### config.mk
export PLATFORM = sky130hd
export DESIGN_NAME = instruction_loader
export DESIGN_NICKNAME = d
export VERILOG_FILES = /design/src/rtl/instruction_loader.sv
export SDC_FILE = /design/constraint.sdc
export NUM_CORES = 1
export LEC_CHECK = 0
export ABC_AREA = 1
export BUFFER_PORTS_ARGS = -buffer_cell sky130_fd_sc_hd__buf_2
export CORE_ASPECT_RATIO = 1.2
export CORE_MARGIN = 2
export CORE_UTILIZATION = 50
export CTS_CLUSTER_DIAMETER = 30
export DETAILED_ROUTE_END_ITERATION = 8
export PLACE_DENSITY = 0.72
export REMOVE_ABC_BUFFERS = 1
export SLEW_MARGIN = 15
export SYNTH_ARGS = -nofsm -noshare
export SYNTH_HDL_FRONTEND = slang
export SYNTH_SLANG_ARGS = --single-unit
### constraint.sdc
create_clock -name clk -period 4.95 [get_ports clk]
set_input_delay 0 -clock clk [delete_from_list [all_inputs] [get_ports clk]]
set_output_delay 0 -clock clk [all_outputs]
set_load 0.02 [all_outputs]
### src/rtl/instruction_loader.sv
// Assembles UART RX bytes into big-endian instruction words, writes them into the
// pipeline instruction memory, and releases the pipeline once the HALT word lands.
module instruction_loader #(
    parameter int                 NB_DATA    = 32,
    parameter int                 NB_BYTE    = 8,
    parameter int                 MAX_WORDS  = 256,
    parameter int                 NB_COUNT   = 9,
    parameter int                 RST_CYCLES = 2,
    parameter logic [NB_DATA-1:0] HALT_WORD  = {NB_DATA{1'b1}}
) (
    input  logic                clk,
    input  logic                i_rst_n,
    input  logic [NB_BYTE-1:0]  i_rx_data,
    input  logic                i_rx_valid,
    input  logic                i_load_cmd,
    output logic                o_we_IF,
    output logic [NB_DATA-1:0]  o_instruction_data,
    output logic                o_pipe_rst_n,
    output logic                o_halt,
    output logic [NB_COUNT-1:0] o_word_count,
    output logic                o_busy,
    output logic                o_done,
    output logic                o_error
);

    localparam int BYTES   = NB_DATA / NB_BYTE;
    localparam int NB_BCNT = (BYTES > 1) ? $clog2(BYTES) : 1;
    localparam int NB_RCNT = (RST_CYCLES > 1) ? $clog2(RST_CYCLES) : 1;
    localparam logic [NB_BCNT-1:0]  LAST_BYTE = NB_BCNT'(BYTES - 1);
    localparam logic [NB_RCNT-1:0]  LAST_RST  = NB_RCNT'(RST_CYCLES - 1);
    localparam logic [NB_COUNT-1:0] MAX_CNT   = NB_COUNT'(MAX_WORDS);

    typedef enum logic [2:0] {
        IDLE,
        LOAD,
        WRITE,
        PIPE_RST,
        RUN,
        ERROR
    } state_t;

    state_t state, next_state;

    logic [NB_BCNT-1:0]         byte_cnt;
    logic [NB_RCNT-1:0]         rst_cnt;
    logic [NB_DATA-NB_BYTE-1:0] shift_reg;
    logic [NB_DATA-1:0]         assembled;
    logic [NB_COUNT-1:0]        count_inc;
    logic                       last_byte;
    logic                       is_halt;
    logic                       pipe_rst_n_d;
    logic                       halt_d;
    logic                       busy_d;
    logic                       done_d;
    logic                       error_d;

    assign assembled = {shift_reg, i_rx_data};
    assign count_inc = o_word_count + NB_COUNT'(1);
    assign last_byte = i_rx_valid && (byte_cnt == LAST_BYTE);
    assign is_halt   = (o_instruction_data == HALT_WORD);

    always_ff @(posedge clk or negedge i_rst_n) begin
        if (!i_rst_n) begin
            state <= IDLE;
        end else begin
            state <= next_state;
        end
    end

    // HALT takes priority over the memory-full check, so a HALT in the last slot still runs.
    always_comb begin
        next_state = state;
        case (state)
            IDLE:     if (i_load_cmd) next_state = LOAD;
            LOAD:     if (last_byte) next_state = WRITE;
            WRITE: begin
                if (is_halt) begin
                    next_state = PIPE_RST;
                end else if (count_inc == MAX_CNT) begin
                    next_state = ERROR;
                end else begin
                    next_state = LOAD;
                end
            end
            PIPE_RST: if (rst_cnt == LAST_RST) next_state = RUN;
            RUN:      if (i_load_cmd) next_state = LOAD;
            ERROR:    if (i_load_cmd) next_state = LOAD;
            default:  next_state = IDLE;
        endcase
    end

    // Status flags are decoded from the next state so the registered copies track the state.
    always_comb begin
        pipe_rst_n_d = 1'b1;
        halt_d       = 1'b1;
        busy_d       = 1'b0;
        done_d       = 1'b0;
        error_d      = 1'b0;
        case (next_state)
            IDLE:     pipe_rst_n_d = 1'b0;
            LOAD:     busy_d = 1'b1;
            WRITE:    busy_d = 1'b1;
            PIPE_RST: begin
                pipe_rst_n_d = 1'b0;
                halt_d       = 1'b0;
            end
            RUN: begin
                halt_d = 1'b0;
                done_d = 1'b1;
            end
            ERROR:    error_d = 1'b1;
            default:  ;
        endcase
    end

    always_ff @(posedge clk or negedge i_rst_n) begin
        if (!i_rst_n) begin
            o_we_IF            <= 1'b0;
            o_instruction_data <= '0;
            o_word_count       <= '0;
            o_pipe_rst_n       <= 1'b0;
            o_halt             <= 1'b1;
            o_busy             <= 1'b0;
            o_done             <= 1'b0;
            o_error            <= 1'b0;
            byte_cnt           <= '0;
            rst_cnt            <= '0;
            shift_reg          <= '0;
        end else begin
            o_pipe_rst_n <= pipe_rst_n_d;
            o_halt       <= halt_d;
            o_busy       <= busy_d;
            o_done       <= done_d;
            o_error      <= error_d;
            o_we_IF      <= (state == LOAD) && last_byte;
            case (state)
                IDLE, RUN, ERROR: begin
                    if (i_load_cmd) begin
                        o_word_count <= '0;
                        byte_cnt     <= '0;
                    end
                end
                LOAD: begin
                    if (i_rx_valid) begin
                        shift_reg <= assembled[NB_DATA-NB_BYTE-1:0];
                        byte_cnt  <= last_byte ? '0 : byte_cnt + NB_BCNT'(1);
                        if (last_byte) begin
                            o_instruction_data <= assembled;
                        end
                    end
                end
                WRITE: begin
                    o_word_count <= count_inc;
                    rst_cnt      <= '0;
                    // A byte arriving during the write pulse already belongs to the next word.
                    if (i_rx_valid && (next_state == LOAD)) begin
                        shift_reg <= assembled[NB_DATA-NB_BYTE-1:0];
                        byte_cnt  <= NB_BCNT'(1);
                    end
                end
                PIPE_RST: rst_cnt <= rst_cnt + NB_RCNT'(1);
                default:  ;
            endcase
        end
    end

endmodule

Word-level counts from Yosys, hierarchy flattened
Cells that the tools add are included.
{"block": "word_totals", "out_inout_bits": 47, "mem_bits_rw": 0, "register_bits": 77, "word_cells": 70, "latchBits": 0, "rom_bits": 0, "memories": 0}
{"block": "op_classes", "mux": 22, "n_mul": 0, "shifts": 0, "n_reduce_logical": 17, "n_eq_ne": 16, "div": 0, "bitwise": 0, "add_sub_neg": 3, "order_cmp": 0}
{"operator": "24-bit 2-to-1 mux", "n": 2}
{"operator": "24-bit case mux with 2 select lines", "n": 1}
{"operator": "32-bit == test, second input constant", "n": 1}
{"operator": "9-bit case mux with 2 select lines", "n": 1}
{"operator": "3-bit 2-to-1 mux", "n": 5}
{"operator": "3-bit by 2-bit == test with 1-bit output, second input constant", "n": 4}
{"operator": "3-bit == test, second input constant", "n": 4}
{"operator": "3-bit case mux with 4 select lines", "n": 1}
{"operator": "9-bit by 1-bit adder with 9-bit output, second input constant", "n": 1}
{"operator": "9-bit == test, second input constant", "n": 1}
{"operator": "9-bit 2-to-1 mux", "n": 1}
{"operator": "2-bit 2-to-1 mux", "n": 4}
{"operator": "3-bit by 1-bit == test with 1-bit output, second input constant", "n": 2}
{"operator": "3-bit zero test", "n": 2}
{"operator": "2-bit case mux with 3 select lines", "n": 1}
{"operator": "3-bit AND reduction", "n": 2}
{"operator": "2-bit nonzero test", "n": 3}
{"operator": "2-bit OR reduction", "n": 3}
{"operator": "1-bit 2-to-1 mux", "n": 5}
{"operator": "2-bit != test, second input constant", "n": 2}
{"operator": "4-bit AND reduction", "n": 1}
{"operator": "1-bit logical AND", "n": 3}
{"operator": "3-bit nonzero test", "n": 1}
{"operator": "3-bit OR reduction", "n": 1}
{"operator": "other kinds (6)", "n": 6}

Depth between registers and ports, before layout
Gate-level depths: netlist (run 1).
{"block": "logic_depth", "word_depth": 9, "mapped_depth": 14, "mapped_depth_nobuf": 13}

Worst setup path before layout (run 1)
Ideal clock, no wire load.
{"block": "synth_path", "path_kind": "reg2reg", "from": "register o_word_count[0]", "to": "register shift_reg[16]", "stages_incl_launch_ff": 14, "t_arrival_ns": 1.861, "setup_time_ns": 0.117, "path_slack_ns": 2.972, "cell_sequence": "dfrtp_1 > ha_1 > inv_1 > nor2_1 > nand4_1 > nand2_1 > nand2_1 > nor2_1 > nand3_1 > nand3_1 > nand2_2 > buf_4 > nand4_1 > nand2_1"}
{"block": "synth_between", "elab_chain_cells": 9}
{"element": "start, declared", "line": "20", "source": "output logic [NB_COUNT-1:0] o_word_count,"}
{"element": "start signal, assigned", "line": "153", "source": "o_word_count <= count_inc;"}
{"element": "9-bit by 1-bit adder with 9-bit output", "line": "58", "source": "assign count_inc = o_word_count + NB_COUNT'(1);"}
{"element": "9-bit == test", "line": "79", "source": "end else if (count_inc == MAX_CNT) begin"}
{"element": "3-bit 2-to-1 mux", "line": "79"}
{"element": "3-bit 2-to-1 mux", "line": "77", "source": "if (is_halt) begin"}
{"element": "3-bit case mux with 4 select lines", "line": "73", "source": "case (state)"}
{"element": "3-bit by 1-bit == test with 1-bit output", "line": "156", "source": "if (i_rx_valid && (next_state == LOAD)) begin"}
{"element": "1-bit logical AND", "line": "156"}
{"element": "2-bit != test (no line)"}
{"element": "3-bit AND reduction (no line)"}
{"element": "end signal, assigned", "line": "145", "source": "shift_reg <= assembled[NB_DATA-NB_BYTE-1:0];"}
{"element": "end signal, assigned", "line": "157", "source": "shift_reg <= assembled[NB_DATA-NB_BYTE-1:0];"}
{"element": "end, declared", "line": "46", "source": "logic [NB_DATA-NB_BYTE-1:0] shift_reg;"}
No other way between the ends.
A chain may end at the register's enable or synchronous reset.

Worst setup path in the final report (run 1)
{"block": "layout_path", "from": "register state[0]", "to": "register shift_reg[12]"}
{"block": "layout_between", "elab_chain_cells": 7, "elab_cells_between_ends": 18, "classes_between": "eq/ne (8); mux (5); reduce/logical (5)"}
{"element": "start, declared", "line": "42", "source": "state_t state, next_state;"}
{"element": "start signal, assigned", "line": "66", "source": "state <= next_state;"}
{"element": "3-bit == test / 3-bit zero test (equally long branches)", "line": "73"}
{"element": "3-bit OR reduction (no line)"}
{"element": "3-bit case mux with 4 select lines", "line": "73"}
{"element": "3-bit by 1-bit == test with 1-bit output", "line": "156"}
{"element": "1-bit logical AND", "line": "156"}
{"element": "2-bit != test (no line)"}
{"element": "3-bit AND reduction (no line)"}
Parallel ways exist; a longest one is shown, timed or not.

==> impl_summary.log, run 1 <==
INFO  metric synth_ff_type = dfrtp_1
INFO  metric cts_sinks = 77
INFO  metric routed-via-count = 2855
INFO  metric min_period_over_period = 51.67%
INFO  metric drive_above_1_share = 17.29%
INFO  metric finalWeightedCongestion = 0.8343
INFO  metric worst_ir_drop_vdd = 0.3791 mV
INFO  metric placement_rows = 32
INFO  metric max_freq = 391.0 MHz
INFO  metric largest_register_ff_count = 32
INFO  metric buffer_ports.inserted = 58
INFO  metric gr_util_all_layers = 21.99%
INFO  metric crit_start_category = flop
INFO  metric detailedRoute.firstPassIterationCount = 4
INFO  metric report.final.setup_viol = 0
INFO  metric drc = 0
INFO  metric maxSlewHeadroom = 35.84%
INFO  metric slew_violations = 0
INFO  metric min-delay-path-class = primary input to flop
INFO  metric r2r_cells = 6
INFO  metric detail_route.vias_per_cell = 5.053
INFO  metric multi_input_area = 1315 um2
INFO  metric drv_cap = 0
INFO  metric finClkSkew = 9.932 ps
INFO  metric synth_top_cell_by_area = dfrtp_1
INFO  metric yosys.cell_count.top_type = nand2_1
INFO  metric htree_levels = 3
INFO  metric finish.cell_count_without_fillers = 565
INFO  metric die-area = 7472 um2
INFO  metric cts_inserted_buffers = 9
INFO  metric final-hold-violation-count = 0
INFO  metric grt_setup_unrepaired = no
INFO  metric antenna_cells = 0
INFO  metric die_w = 79.25 um
INFO  metric postSynthRegisterBits = 77
INFO  metric layout-area-overhead-vs-synth = 18.23%
INFO  metric endpoint_kind = flop
INFO  metric wire_length_of_the_first_global_routing_pass = 12.73 mm
INFO  metric synth.top_cells.by_count = nand2_1, dfrtp_1, nand4_1
INFO  metric finalWorstSetupSlack = 2392 ps
INFO  metric timing.critical_path.required = 5180 ps
INFO  metric timing.hold.worst.start = i_load_cmd
INFO  metric syn_inst = 410
INFO  metric synthesis.yosys.warnings = 0
INFO  metric hold-path-cell-count = 3
INFO  metric setup-tns-final = 0 ps
INFO  metric seq_area_frac_synth = 56.76%
INFO  metric syn_avg_cell_area = 8.285 um2
INFO  metric p_per_area = 618.1 nW/um2
INFO  metric post_synthesis_cell_type_count = 24
INFO  metric routed_wire_length_per_instance = 12.69 um
INFO  metric reg_to_reg_endpoint = shift_reg[12]$_DFFE_PN0P_
INFO  metric drt_first_iter_violations = 202
INFO  metric design.final.nets = 491
INFO  metric dp_cells = 541
INFO  metric synth_top_area_share = 55.99%
INFO  metric largest_net_degree_at_the_start_of_global_routing = 78
INFO  metric path_class = flop to flop
INFO  metric initial_utilization = 52.37%
INFO  metric run_status = finished clean
INFO  metric timing.reg2reg.setup_slack = 2390 ps
INFO  metric synth_area = 3397 um2
INFO  metric place.detailed.hpwl = 4.699 mm
INFO  metric r2r_start = state[0]$_DFF_PN0_
INFO  metric design.core.area = 6486 um2
INFO  metric critPathMaxFanout = 25
INFO  metric timing.hold.worst_endpoint = state[0]$_DFF_PN0_
INFO  metric ctsRootBufferMaster = clkbuf_8
INFO  metric clk_lat_worst_skew = 340 ps
INFO  metric grt_antenna_before_repair = 0
INFO  metric layout.area.seq = 1928 um2
INFO  metric final_cell_area = 4016 um2
INFO  metric detailedPlace.worstSlack = 2401 ps
INFO  metric fin_crit = 2558 ps
INFO  metric global_route.overflow_total = 0
INFO  metric leakagePower = 2.184 nW
INFO  metric clock_tree.buffer_depth = 2
INFO  metric die_y = 94.30 um
INFO  metric place_area = 3736 um2
INFO  metric design.portCount = 59
INFO  metric synthTopCellsByArea = dfrtp_1, nand2_1, nand4_1
INFO  metric ant_nets = 0
INFO  metric tightestPinTransition = 961.4 ps
INFO  metric cts_tree = built
INFO  metric grt_pass1_vias = 2892
INFO  metric n_fill_cell = 612
INFO  metric route.final.wire_length = 7.172 mm
INFO  metric cp.arrival = 2780 ps
INFO  metric clk_pin_slew_worst_paths = 70 ps
INFO  metric async_flop_share = 100.0%
INFO  metric number_of_synthesized_flops_with_an_enable_pin = 0
-- worst max-delay path by stage --
stage,from,to,cells past startpoint
3_5_place_dp,state[0]$_DFF_PN0_,shift_reg[12]$_DFFE_PN0P_,6
5_1_grt,state[0]$_DFF_PN0_,shift_reg[14]$_DFFE_PN0P_,6
2_1_floorplan,state[2]$_DFF_PN0_,shift_reg[0]$_DFFE_PN0P_,11
6_report,state[0]$_DFF_PN0_,shift_reg[12]$_DFFE_PN0P_,6
4_1_cts,state[0]$_DFF_PN0_,shift_reg[12]$_DFFE_PN0P_,6
3_3_place_gp,state[0]$_DFF_PN0_,shift_reg[4]$_DFFE_PN0P_,6
-- through the flow --
stage / power [mW] / utilization [%] / hold WS [ps]
finish: 2.483 / 61.92 / 65.78
detailed placement: 2.034 / 57.60 / 207.2
CTS: 2.504 / 61.92 / 43.51
floorplan: 1.712 / - / -295.6
global route: 2.693 / 61.92 / 45.86
global placement: 1.997 / 57.60 / 199.5
-- placed cells by master (no fill, tap or decap) --
master / n
o21ai_0: 8
nor3_1: 4
clkinv_2: 2
dfstp_2: 1
ha_1: 3
nand3_1: 9
nor3_4: 1
clkinv_4: 1
nand4_1: 28
nand3_2: 1
buf_4: 3
nand2_2: 1
clkbuf_1: 1
buf_2: 57
clkbuf_8: 10
nand2_1: 202
inv_1: 18
dfrtp_1: 76
o31ai_1: 1
nor2_2: 1
nand3_4: 1
bufinv_16: 1
o22ai_1: 3
xor2_1: 3
a21oi_1: 4
nor2_1: 27
a22o_1: 1
dlygate4sd3_1: 9
inv_2: 3
-- kinds of logic after synthesis --
family / Yosys count / share of synthesized area, %
XOR/XNOR: 3 / 0.7736
AND/OR/NAND/NOR: 275 / 34.03
AO/OA/AOI/OAI: 17 / 2.800
buffers and inverters: 35 / 4.530
flip-flops: 77 / 56.76
adder cells (fa/ha/maj): 3 / 1.105
-- power by group --
group	leakage (nW)	total (mW)	internal [mW]	switching, mW
registers	0.991	1.07	0.885	0.186
logic	1.09	0.953	0.311	0.642
clock network	0.0992	0.459	0.243	0.216
total	2.18	2.48	1.44	1.04
-- critical path, stage by stage, from the launching register on --
cell	delay, ps
dfrtp_1	450
nor3_4	440
inv_1	260
nand2_1	720
nand3_4	360
nand2_1	160
nand2_1	60
-- final cells by class --
cell class,instances,area share (%)
Clock buffer,11,3.520
Timing Repair Buffer,69,9.907
Multi-Input combinational cell,298,32.74
Sequential cell,77,48.01
Clock inverter,4,1.215
Inverter,21,1.963
Tap cell,85,2.648
-- routing by layer --
layer	wire length [um]	track usage (%)
met3	280	3.462
met2	3435	35.81
met4	191	12.93
met5	0	0
met1	3264	27.66
-- repair_timing --
action / 4_1_cts / 5_1_grt
buffers inserted: 0 / 0
hold buffers: 9 / 0
resized for setup: 0 / 0
hold endpoints to repair: 92 / 0
Power figures use the tool's default switching activity.
==> run 2, diff against run 1 <==
- PLACE_DENSITY: 0.72 -> 0.75
- clock period: 4.95 -> 2.3 ns (I/O delays scaled with it)
==> impl_summary.log, run 2 (synthesis gave the netlist of run 1 again) <==
INFO  metric largest_net_degree_at_the_start_of_global_routing = 78
INFO  metric initial_utilization = 52.37%
INFO  metric chain_of_cells_forming_the_critical_path = inv_2 -> nand2_1 -> nor3_1 -> inv_2 -> nand3_2 -> nand3_1 -> nor2_1 -> nand3_1 -> nand2_2 -> nand3_4 -> nand2_1 -> nand2_1
INFO  metric drt-met1-wl = 3.229 mm
INFO  metric utilization = 62.56%
INFO  metric report.final.setup_viol = 0
INFO  metric endpoint_kind = flop
INFO  metric largest_register_ff_count = 32
INFO  metric timing.reg2reg.setup_slack = 240 ps
INFO  metric tightestPinTransition = 930.3 ps
INFO  metric hold-path-cell-count = 3
INFO  metric path_common_cell = nand2_1
INFO  metric antenna_cells = 0
INFO  metric run_status = finished clean
INFO  metric r2r_start = state[2]$_DFF_PN0_
INFO  metric routed-wl-met2 = 3.346 mm
INFO  metric die_y = 94.30 um
INFO  metric critPathMaxFanout = 24
INFO  metric pint = 3.107 mW
INFO  metric crit_start_category = flop
INFO  metric route.final.wire_length = 7.025 mm
INFO  metric cts_tree = built
INFO  metric ant_nets = 0
INFO  metric timing.critical_path.required = 2540 ps
INFO  metric finish.cell_count_without_fillers = 571
INFO  metric clk_pin_slew_worst_paths = 70 ps
INFO  metric design.portCount = 59
INFO  metric finalWeightedCongestion = 0.8766
INFO  metric cts_sinks = 77
INFO  metric die_w = 79.25 um
INFO  metric routed.top_layer = met4
INFO  metric min-delay-path-class = primary input to flop
INFO  metric buffer_ports.inserted = 58
INFO  metric maxSlewHeadroom = 37.98%
INFO  metric worst_ir_drop_vdd = 0.6583 mV
INFO  metric timing.hold.worst_endpoint = state[0]$_DFF_PN0_
INFO  metric grt_antenna_before_repair = 0
INFO  metric htree_levels = 3
INFO  metric path_class = flop to flop
INFO  metric p_per_area = 1320 nW/um2
INFO  metric dp_cells = 546
INFO  metric drv_cap = 0
INFO  metric max_freq = 485.7 MHz
INFO  metric place.detailed.hpwl = 4.611 mm
INFO  metric ctsRootBufferMaster = clkbuf_8
INFO  metric r2r_cells = 12
INFO  metric leakagePower = 2.201 nW
INFO  metric net_sw_power = 2.251 mW
INFO  metric fin_crit = 2059 ps
INFO  metric gr_util_all_layers = 20.32%
INFO  metric clock_tree.buffer_depth = 2
INFO  metric place_area = 3774 um2
INFO  metric routed_wire_length_per_instance = 12.30 um
INFO  metric layout-area-overhead-vs-synth = 19.45%
INFO  metric clk_lat_worst_skew = 350 ps
INFO  metric total_power = 5.358 mW
INFO  metric reg_to_reg_endpoint = shift_reg[20]$_DFFE_PN0P_
INFO  metric final_cell_area = 4058 um2
INFO  metric finClkSkew = 9.236 ps
INFO  metric final_common_cell = nand2_1
INFO  metric cts_inserted_buffers = 9
INFO  metric clockPowerShare = 18.3%
INFO  metric p_seq_share = 42.9%
INFO  metric power.share.switching = 42.01%
INFO  metric critical-path-slowest-cell = dfrtp_1
INFO  metric slew_violations = 0
INFO  metric met3_wirelength = 303 um
INFO  metric cp.arrival = 2300 ps
INFO  metric detail_route.vias_per_cell = 5.107
INFO  metric placement_rows = 32
INFO  metric drc = 0
INFO  metric detailedRoute.firstPassIterationCount = 4
INFO  metric drive_above_1_share = 18.31%
INFO  metric global_route.overflow_total = 0
INFO  metric comb_power_share = 38.8%
INFO  metric final-hold-violation-count = 0
INFO  metric wire_length_of_the_first_global_routing_pass = 11.74 mm
INFO  metric min_period_over_period = 89.51%
INFO  metric routed-via-count = 2916
INFO  metric grt_setup_unrepaired = no
INFO  metric grt_pass1_vias = 2598
INFO  metric timing.critical_path.slowest_cell_delay = 430 ps
INFO  metric setup-tns-final = 0 ps
INFO  metric post_cts.repair.setup_buffers = 0
INFO  metric design.final.nets = 496
INFO  metric drt_first_iter_violations = 197
INFO  metric design.core.area = 6486 um2
INFO  metric die-area = 7472 um2
INFO  metric timing.hold.worst.start = i_load_cmd
INFO  metric most-common-layout-cells = nand2_1, dfrtp_1, buf_2
==> run 2: cell count changes in the layout (fill, tap and decap cells not counted) <==
cell	before	now
clkinv_2	2	1
clkinvlp_4	0	1
inv_6	0	1
nor2_2	1	2
clkbuf_8	10	9
buf_4	3	8
clkbuf_1	1	2
nor2_1	27	26
==> run 2: worst max path at each step <==
stage                                      startpoint                   endpoint
after floorplan                    state[2]$_DFF_PN0_   shift_reg[0]$_DFFE_PN0P_
after global placement    o_word_count[0]$_DFFE_PN0P_  shift_reg[22]$_DFFE_PN0P_
after detailed placement  o_word_count[0]$_DFFE_PN0P_   shift_reg[5]$_DFFE_PN0P_
after CTS                 o_word_count[0]$_DFFE_PN0P_  shift_reg[20]$_DFFE_PN0P_
after global routing               state[2]$_DFF_PN0_   shift_reg[0]$_DFFE_PN0P_
final                              state[2]$_DFF_PN0_  shift_reg[20]$_DFFE_PN0P_
==> run 2: stage by stage <==
stage                     worst slack [ps]  hold slack, ps
after floorplan                     -107.1          -295.6
after global placement               292.0           199.0
after detailed placement             242.9           205.0
after CTS                            233.9           16.00
after global routing                 5.853           54.06
final                                241.2           38.09
==> run 2: routing by layer <==
metal	global-route usage (%)	vias up
met5	0	-
met4	8.046	0
met3	5.096	11
met1	26.48	1386
met2	32.63	69
li1	-	1450
==> run 2: critical path, delay by kind of cell, from the launching register on <==
kind,cells,cell delay (ps)
and+or+nand+nor,10,1320
buffers and inverters,2,180
DFF,1,430
==> run 2: cell type report <==
cell class                      instances  area, um2
Clock buffer                           11      131.4
Clock inverter                          5      60.06
Fill cell                             587       2429
Inverter                               21      78.83
Multi-Input combinational cell        298       1318
Sequential cell                        77       1928
Tap cell                               85      106.4
Timing Repair Buffer                   74      435.4
==> run 2: power by group through the flow <==
stage	Sequential, mW	Combinational (mW)	Clock, mW
global placement	2.30	2.03	0
detailed placement	2.32	2.07	0
floorplan	2.63	1.06	0
CTS	2.29	2.09	1.01
finish	2.30	2.08	0.981
global route	2.37	2.33	1.08
==> run 2: repair_timing <==
action | CTS | global route
resized for setup | 0 | 1
hold endpoints to repair | 92 | 0
setup endpoints to repair | 0 | 8
hold buffers | 9 | 0
